**src/rtl/fetch_stage.sv**
```systemverilog
// fetch_stage -- instruction fetch with an in-order, single-outstanding
// instruction-memory port and an IF/ID register feeding decode.
//
// Configuration macro: FETCH_SKID_BUF_EN
//   defined   : 2-entry instruction buffer (one fetch can be in flight while
//               one instruction waits behind a decode stall)
//   undefined : 1-entry instruction buffer
//
// Ports
//   clk, rst                  clock; asynchronous active-low reset
//   keep                      decode stall: hold IF/ID and keep buffering
//   nop                       load a bubble into IF/ID (buffer not popped)
//   branch_PC_early_contral/  early redirect from decode and its target
//   branch_PC_early
//   branch_PC_late_contral/   late redirect from EX/MEM and its target
//   branch_PC_late            (late wins over early)
//   imem_req/imem_addr/       fetch request, accepted on req && gnt
//   imem_gnt
//   imem_rvalid/imem_rdata    in-order response, >= 1 cycle after grant
//   PC_pype0/PCp4_pype0/      IF/ID register: PC, PC+4 and instruction
//   Instraction_pype
`timescale 1ns/1ps
module fetch_stage #(
  parameter logic [31:0] RESET_PC = 32'h0000_0000,
  parameter logic [31:0] NOP_INST = 32'h0000_0013
) (
  input  logic        clk,
  input  logic        rst,
  input  logic        keep,
  input  logic        nop,
  input  logic        branch_PC_early_contral,
  input  logic [31:0] branch_PC_early,
  input  logic        branch_PC_late_contral,
  input  logic [31:0] branch_PC_late,
  output logic        imem_req,
  output logic [31:0] imem_addr,
  input  logic        imem_gnt,
  input  logic        imem_rvalid,
  input  logic [31:0] imem_rdata,
  output logic [31:0] PC_pype0,
  output logic [31:0] PCp4_pype0,
  output logic [31:0] Instraction_pype
);

  typedef enum logic [1:0] {S_IDLE, S_REQ, S_WAIT, S_WAIT_KILL} state_t;

`ifdef FETCH_SKID_BUF_EN
  localparam logic [1:0] BUF_DEPTH = 2'd2;
`else
  localparam logic [1:0] BUF_DEPTH = 2'd1;
`endif

  state_t      state_q, state_d;
  logic [31:0] pc_q, pc_d;
  logic [31:0] req_pc_q, req_pc_d;
  logic        ign_q, ign_d;
  logic [1:0]  cnt_q, cnt_d;
  logic [31:0] buf_pc_q   [2];
  logic [31:0] buf_pc_d   [2];
  logic [31:0] buf_inst_q [2];
  logic [31:0] buf_inst_d [2];
  logic [31:0] ifid_inst_q, ifid_inst_d;
  logic [31:0] ifid_pc_q, ifid_pc_d;
  logic [31:0] ifid_pcp4_q, ifid_pcp4_d;

  logic        redirect;
  logic [31:0] target;
  logic        has_space;
  logic        grant;
  logic        resp;
  logic        pop;
  logic        push;
  logic [1:0]  fill;

  assign redirect  = branch_PC_late_contral || branch_PC_early_contral;
  assign target    = (branch_PC_late_contral ? branch_PC_late : branch_PC_early)
                     & 32'hFFFF_FFFC;
  // Only REQ has no request outstanding, so one free slot is enough to
  // guarantee room for the response.
  assign has_space = cnt_q < BUF_DEPTH;
  // A redirect kills a not-yet-granted request in the same cycle.
  assign imem_req  = (state_q == S_REQ) && has_space && !redirect;
  assign imem_addr = pc_q;
  assign grant     = imem_req && imem_gnt;
  // Usable response: the one we are waiting for, not killed, not a leftover
  // from before reset, and not overtaken by a redirect this cycle.
  assign resp      = imem_rvalid && (state_q == S_WAIT) && !ign_q && !redirect;

  assign PC_pype0         = ifid_pc_q;
  assign PCp4_pype0       = ifid_pcp4_q;
  assign Instraction_pype = ifid_inst_q;

  always_comb begin
    state_d = state_q;
    case (state_q)
      S_IDLE:      state_d = S_REQ;
      S_REQ:       if (grant) state_d = S_WAIT;
      S_WAIT: begin
        if (imem_rvalid)   state_d = S_REQ;
        else if (redirect) state_d = S_WAIT_KILL;
      end
      S_WAIT_KILL: if (imem_rvalid) state_d = S_REQ;
      default:     state_d = S_IDLE;
    endcase
  end

  always_comb begin
    pc_d     = pc_q;
    req_pc_d = req_pc_q;
    ign_d    = ign_q;
    if (redirect)   pc_d = target;
    else if (grant) pc_d = pc_q + 32'd4;
    if (grant) req_pc_d = pc_q;
    // After reset a response for a pre-reset request may still arrive; the
    // flag stays up until that response or our own first grant.
    if (imem_rvalid || grant) ign_d = 1'b0;
  end

  // IF/ID selection and instruction-buffer bookkeeping.
  always_comb begin
    ifid_inst_d = ifid_inst_q;
    ifid_pc_d   = ifid_pc_q;
    ifid_pcp4_d = ifid_pcp4_q;
    buf_pc_d    = buf_pc_q;
    buf_inst_d  = buf_inst_q;
    cnt_d       = cnt_q;
    pop         = 1'b0;
    push        = resp;
    fill        = cnt_q;
    if (redirect) begin
      ifid_inst_d = NOP_INST;
      ifid_pc_d   = 32'd0;
      ifid_pcp4_d = 32'd0;
      cnt_d       = 2'd0;
      push        = 1'b0;
    end else begin
      if (nop) begin
        ifid_inst_d = NOP_INST;
        ifid_pc_d   = 32'd0;
        ifid_pcp4_d = 32'd0;
      end else if (keep) begin
        ifid_inst_d = ifid_inst_q;
      end else if (cnt_q != 2'd0) begin
        ifid_inst_d = buf_inst_q[0];
        ifid_pc_d   = buf_pc_q[0];
        ifid_pcp4_d = buf_pc_q[0] + 32'd4;
        pop         = 1'b1;
      end else if (resp) begin
        // Empty buffer: the response goes straight to decode.
        ifid_inst_d = imem_rdata;
        ifid_pc_d   = req_pc_q;
        ifid_pcp4_d = req_pc_q + 32'd4;
        push        = 1'b0;
      end else begin
        // Nothing to hand over: never repeat the previous instruction.
        ifid_inst_d = NOP_INST;
        ifid_pc_d   = 32'd0;
        ifid_pcp4_d = 32'd0;
      end
      // Head is always entry 0; a pop shifts entry 1 down.
      if (pop) begin
        buf_pc_d[0]   = buf_pc_q[1];
        buf_inst_d[0] = buf_inst_q[1];
        fill          = cnt_q - 2'd1;
      end
      if (push) begin
        if (fill == 2'd0) begin
          buf_pc_d[0]   = req_pc_q;
          buf_inst_d[0] = imem_rdata;
        end else begin
          buf_pc_d[1]   = req_pc_q;
          buf_inst_d[1] = imem_rdata;
        end
        fill = fill + 2'd1;
      end
      cnt_d = fill;
    end
  end

  always_ff @(posedge clk or negedge rst) begin
    if (!rst) begin
      state_q     <= S_IDLE;
      pc_q        <= RESET_PC & 32'hFFFF_FFFC;
      ign_q       <= 1'b1;
      cnt_q       <= 2'd0;
      ifid_inst_q <= NOP_INST;
      ifid_pc_q   <= 32'd0;
      ifid_pcp4_q <= 32'd0;
    end else begin
      state_q     <= state_d;
      pc_q        <= pc_d;
      ign_q       <= ign_d;
      cnt_q       <= cnt_d;
      ifid_inst_q <= ifid_inst_d;
      ifid_pc_q   <= ifid_pc_d;
      ifid_pcp4_q <= ifid_pcp4_d;
    end
  end

  // Payload storage; validity is carried by state_q / cnt_q.
  always_ff @(posedge clk) begin
    req_pc_q   <= req_pc_d;
    buf_pc_q   <= buf_pc_d;
    buf_inst_q <= buf_inst_d;
  end

endmodule
```
**config.mk**
```make
export PLATFORM = sky130hd
export DESIGN_NAME = fetch_stage
export DESIGN_NICKNAME = d
export VERILOG_FILES = /design/src/rtl/fetch_stage.sv
export SDC_FILE = /design/constraint.sdc
export NUM_CORES = 1
export LEC_CHECK = 0
export CORE_MARGIN = 4
export CORE_UTILIZATION = 58
export DETAILED_ROUTE_END_ITERATION = 12
export PLACE_DENSITY = 0.95
export SLEW_MARGIN = 20
export SYNTH_ARGS = -nofsm -noshare
export SYNTH_HDL_FRONTEND = slang
export SYNTH_SLANG_ARGS = --single-unit
```
**constraint.sdc**
```tcl
create_clock -name clk -period 11.58 [get_ports clk]
set_input_delay 3.474 -clock clk [delete_from_list [all_inputs] [get_ports clk]]
set_output_delay 3.474 -clock clk [all_outputs]
set_load 0.1 [all_outputs]
```
==> impl_metrics.json <==
{
  "irDropWorstVdd_mv": 0.131,
  "synthTopCellsByArea": "edfxtp_1, dfrtp_1, nand2_1",
  "worstHoldPathType": "flop to flop",
  "rr_worst_depth": 7,
  "vias": 12360,
  "p_int_mw": 1.79,
  "cts_buffers": 28,
  "postCtsSetupBuffers": 0,
  "cap_violations": 0,
  "ys_ff_latch": 285,
  "std_cell_rows": 56,
  "worst_setup_path_end_kind": "output port",
  "grt.total_usage_pct": 30.7,
  "drive_gt1_share_pct": 4.96,
  "rr_endpoint": "buf_inst_q[38]",
  "worst_ep_required_time_ns": 8.11,
  "fin_tns_setup_ns": 0,
  "startpoint_type": "input pin",
  "hp-start": "PCp4_pype0[3]",
  "async_flop_share_pct": 45.3,
  "antenna_left": 0,
  "cp_max_fo": 47,
  "post_synth_num_cell_types": 65,
  "drtPass1Iterations": 8,
  "yosysSeqAreaShare_pct": 56.6,
  "holdPathStages": 2,
  "regToRegSetupSlack_ns": 7.78,
  "finalClockSkew_ns": 0.00587,
  "max_freq_ghz": 0.109,
  "place_inst": 1861,
  "synth-main-ff-cell": "edfxtp_1",
  "synth_area_per_cell_um2": 9.96,
  "synth_edf_count": 156,
  "grt_pass1_wl_um": 65900,
  "grt_pass1_vias": 12228,
  "antenna_cells_inserted": 0,
  "rsz0062_at_grt": "no",
  "cts_root_buf": "clkbuf_16",
  "grt_overflow": 0,
  "seq_power_share_pct": 47.5,
  "clock-sinks": 285,
  "syn_area_um2": 14000,
  "start_util_pct": 59.2,
  "io_buffers": 226,
  "cts.clk_slew.worst_paths_ns": 0.06,
  "detail_route.wl_per_cell_um": 21.7,
  "synthCells": 1404,
  "coreArea_um2": 23600,
  "swShare_pct": 26.8,
  "whs_ns": 0.472,
  "synth-warning-count": 0,
  "outcome": "complete, no violations",
  "holdPathEnd": "PCp4_pype0[3]",
  "fin_util_pct": 73.5,
  "grt_max_degree": 91,
  "synth_top_area_share_pct": 33.5,
  "synth_top_cell_by_area": "edfxtp_1",
  "power.leakage_nw": 6.45,
  "cts_max_path_buffers": 3,
  "p_clk_share_pct": 39.8,
  "hold_viol_final": 0,
  "timing.final.crit_share_pct": 79.4,
  "drtIter0Drc": 1548,
  "max_slew_margin_pct": 26.1,
  "fin_crit_ns": 9.19,
  "setup_viol": 0,
  "power.switching_mw": 0.655,
  "pin_count": 233,
  "crit_type": "input pin to output port",
  "nFillCells": 1566,
  "tightest_slew_ns": 1.11,
  "timing.rr.start": "cnt_q[0]",
  "finalWirelength_um": 41500,
  "area_growth_syn_to_layout_pct": 24.0,
  "worstPathArrival_ns": 5.72,
  "antenna_found_initial": 0,
  "drc": 0,
  "instances_no_fill": 1913,
  "gp_congestion": 0.933,
  "maxSlewViolCount": 0,
  "final_nets": 1684,
  "cts_tree": "built",
  "ctsHoldBuffers": 0,
  "post_cts_resized": 0,
  "p_per_area_nw_per_um2": 141,
  "dp_hpwl_um": 26800,
  "htreeDepth": 1,
  "critPathLaunch": "branch_PC_late_contral",
  "p_comb_share_pct": 12.7,
  "die_area_um2": 26700,
  "clk_latency_ns": 0.54,
  "die_w_um": 163,
  "die_y_um": 163,
  "viasPerCell": 6.46
}
-- cells in the mapped netlist, drive strengths merged (4+ instances only) --
cell,instances
nor2,100
dfrtp,125
nand2,270
a31oi,68
or4,6
nor4b,4
and2,10
nor2b,43
a22o,5
inv,14
o221ai,6
o21a,8
mux2i,28
dfstp,4
ha,8
o31a,4
o211ai,11
o21ai,92
and3,16
nor3,27
a22oi,4
a211oi,8
nand4,31
nand3,39
xnor2,28
nand3b,4
xor2,25
buf,22
nor4,22
edfxtp,156
and4,14
nor3b,4
clkbuf,79
a21oi,73
o31ai,6
-- power by group through the flow --
stage	registers (mW)	clock network (mW)	logic, mW
floorplan	1.25	0	0.114
global route	1.16	1.02	0.329
global placement	1.17	0	0.297
detailed placement	1.18	0	0.305
CTS	1.16	0.976	0.309
finish	1.16	0.974	0.311
-- layout make-up --
class / instances / area, um^2 / area share (%)
Clock inverter: 11 / 154 / 0.887
Multi-Input combinational cell: 1005 / 5640 / 32.5
Clock buffer: 41 / 831 / 4.79
Tap cell: 319 / 399 / 2.30
Sequential cell: 285 / 7920 / 45.6
Inverter: 14 / 53.8 / 0.310
Timing Repair Buffer: 238 / 2350 / 13.6
-- metrics by stage --
| step | worst slack [ns] | instance area (um^2) | power, mW |
|---|---|---|---|
| detailed placement | 2.46 | 16400 | 1.48 |
| global placement | 2.48 | 16400 | 1.47 |
| global route | 2.29 | 17300 | 2.51 |
| finish | 2.39 | 17300 | 2.45 |
| floorplan | 0.738 | 14000 | 1.36 |
| CTS | 2.44 | 17300 | 2.44 |
-- metal layers --
| layer | part of all wire [%] | global-route usage, % | up-vias |
|---|---|---|---|
| li1 | - | - | 5406 |
| met1 | 37 | 41.2 | 5890 |
| met2 | 48 | 50.5 | 936 |
| met3 | 12 | 5.93 | 128 |
| met4 | 3.5 | 10.7 | 0 |
| met5 | 0 | 0 | - |
-- registers in the layout, summed over array words and instances, names as in the netlist --
signal / flops
Instraction_pype: 32
PC_pype0: 32
PCp4_pype0: 30
buf_inst_q: 64
buf_pc_q: 62
cnt_q: 2
ign_q: 1
imem_addr: 30
req_pc_q: 30
state_q: 2
-- worst max-delay path, stage by stage --
cell             delay [ns]
clkdlybuf4s50_1        0.45
buf_4                  0.38
or2_1                  0.79
clkinv_2               0.14
and3_1                 0.23
buf_4                  0.23
-- layout by cell type (no fill, tap or decap), types with 5 or more instances in the layout --
master           synthesis  layout
nor2b_1                 43      42
buf_4                    4      13
nor2_1                 100     100
a211oi_1                 7       7
clkbuf_16                0      29
edfxtp_1               156     156
xnor2_1                 28      28
nand3_1                 39      39
nor4_1                  21      21
nand2_1                270     269
o211ai_1                10      10
o31ai_1                  6       6
and3_1                  16      16
nor3_1                  27      26
a21oi_1                 73      73
o21ai_0                 92      92
dfrtp_1                125     125
o221ai_1                 6       6
o21a_1                   8       8
xor2_1                  25      25
clkbuf_1                78       6
a31oi_1                 68      68
mux2i_1                 28      28
or4_1                    5       5
a22o_1                   5       5
nand4_1                 31      31
and2_1                  10      10
clkdlybuf4s50_1          0     224
clkbuf_8                 0       6
and4_1                  14      14
ha_1                     8       7
inv_1                   14      12
-- worst max path at each step --
| stage | end | depth (start not counted) |
|---|---|---|
| finish | imem_req | 6 |
| global placement | imem_req | 6 |
| CTS | imem_req | 6 |
| detailed placement | imem_req | 6 |
| global route | imem_req | 6 |
| floorplan | imem_req | 7 |
-- kinds of logic (layout without fill, tap and decap cells) --
kind of cell	Yosys count	after routing	share of synthesized area [%]
compound gates	309	309	13.4
xor+xnor	53	53	3.32
simple gates	602	602	20.3
flops	285	285	56.6
other cells	1	2	0.0268
buf+inv	115	304	3.35
fa+ha+maj	8	8	0.716
mux	31	31	2.25
Power figures use the tool's default switching activity.
==> edit, RTL diff (config.mk and constraints unchanged) <==
The 4 states of `state_t` get a one-hot encoding in 4 bits.
--- a/src/rtl/fetch_stage.sv
+++ b/src/rtl/fetch_stage.sv
@@ -42,7 +42,7 @@
   output logic [31:0] Instraction_pype
 );
 
-  typedef enum logic [1:0] {S_IDLE, S_REQ, S_WAIT, S_WAIT_KILL} state_t;
+  typedef enum logic [3:0] {S_IDLE = 4'b0001, S_REQ = 4'b0010, S_WAIT = 4'b0100, S_WAIT_KILL = 4'b1000} state_t;
 
 `ifdef FETCH_SKID_BUF_EN
   localparam logic [1:0] BUF_DEPTH = 2'd2;
Behaviour: same outputs for any inputs over 4 cycles, from zero or initial values and one cycle with rst low; so few cycles prove little.
==> edit against the unedited design <==
Critical path type unchanged; via count fell by 4.0%; largest cell class unchanged; final area fell by 0.22%; sequential share of layout area rose by 0.40 points; sequential cell count is 2 higher; first-iteration DRC count shrank 11%; routed wire length decreased by 1.3%; setup slack worse by 280 ps; utilization fell by 0.16 points; worst hold slack gained 3.9 ps; cell count decreased by 5.3%; power fell by 3.5%; synthesized area up 0.35%.
==> edit: results <==
layout:
  drive_gt1_share_pct: 5.76
  fillers: 1583
  nets: 1580
place:
  placed_area_um2: 16400
  dp.cells: 1759
  place_hpwl_um: 26900
power:
  ir_worst_vdd_mv: 0.0930
  power_mw: 2.36
  p_int_mw: 1.72
yosys:
  synth_compound_area_share_pct: 14.9
  muxShareOfSynthArea_pct: 6.59
  ys_seq_area_share_pct: 56.8
  synth_cells: 1296
  synthAdderAreaFrac_pct: 0.446
  synth_cell_types: 64
  synthTopCellsByCount: "edfxtp_1, dfrtp_1, nand2_1"
  async_reset_ff_share_pct: 45.6
timing:
  fin_worst_skew_ps: 18.1
  relSlewSlack_pct: 25.0
drt:
  dr.pass1.iters: 6
  wirelength_um: 40900
global_routing:
  grt_max_degree: 109
  grt_usage_pct: 30.2
  grt_pass1_wl_um: 64500
run_status:
  outcome: "complete, no violations"
setup_path:
  path_max_fanout: 41
worst_hold_path:
  hold_path.startpoint: "PC_pype0[21]"
-- edit: final timing paths --
kind	to	slack, ps	depth (start not counted)
max	imem_req	2110	6
min	PC_pype0[21]	480	2
max reg2reg	buf_inst_q[56]	7680	11
min reg2reg	PC_pype0[21]	480	2
max in group asynchronous	PC_pype0[7]	7280	2
min in group asynchronous	imem_addr[20]	2900	1
-- edit: worst max-delay path, stage by stage --
cell             delay, ps
clkdlybuf4s50_1        460
buf_4                  350
or2_2                  480
clkinv_2               620
and3_1                 370
buf_4                  230
-- edit: per-layer routing --
layer / track usage [%] / vias to the layer above / routed length (µm)
li1: - / 5185 / -
met2: 48.7 / 830 / 19600
met3: 5.45 / 141 / 4240
met1: 40.6 / 5713 / 15300
met4: 13.0 / 0 / 1710
met5: 0 / - / 0
-- edit: power by group through the flow --
| stage | Sequential, mW | Clock (mW) | Combinational (mW) |
|---|---|---|---|
| final | 1.17 | 0.892 | 0.303 |
| after floorplan | 1.25 | 0 | 0.113 |
| after global routing | 1.17 | 0.939 | 0.318 |
| after global placement | 1.18 | 0 | 0.292 |
| after CTS | 1.17 | 0.895 | 0.301 |
| after detailed placement | 1.18 | 0 | 0.298 |
-- edit: logic make-up (layout without fill, tap and decap cells) --
kind of cell,count (synthesis),in the layout
simple gates,414,414
compound gates,336,336
flops,287,287
buf+inv,108,304
mux,92,92
xor+xnor,53,53
fa+ha+maj,5,5
other cells,1,2
-- edit: cell type report --
| class | count | area [µm²] | area share [%] |
|---|---|---|---|
| clock buffers | 37 | 787 | 4.55 |
| repair buffers | 240 | 2370 | 13.7 |
| multi-input cells | 902 | 5640 | 32.6 |
| well taps | 319 | 399 | 2.31 |
| flip-flops and latches | 287 | 7970 | 46.0 |
| clock inverters | 16 | 110 | 0.636 |
| inverters | 11 | 42.5 | 0.246 |
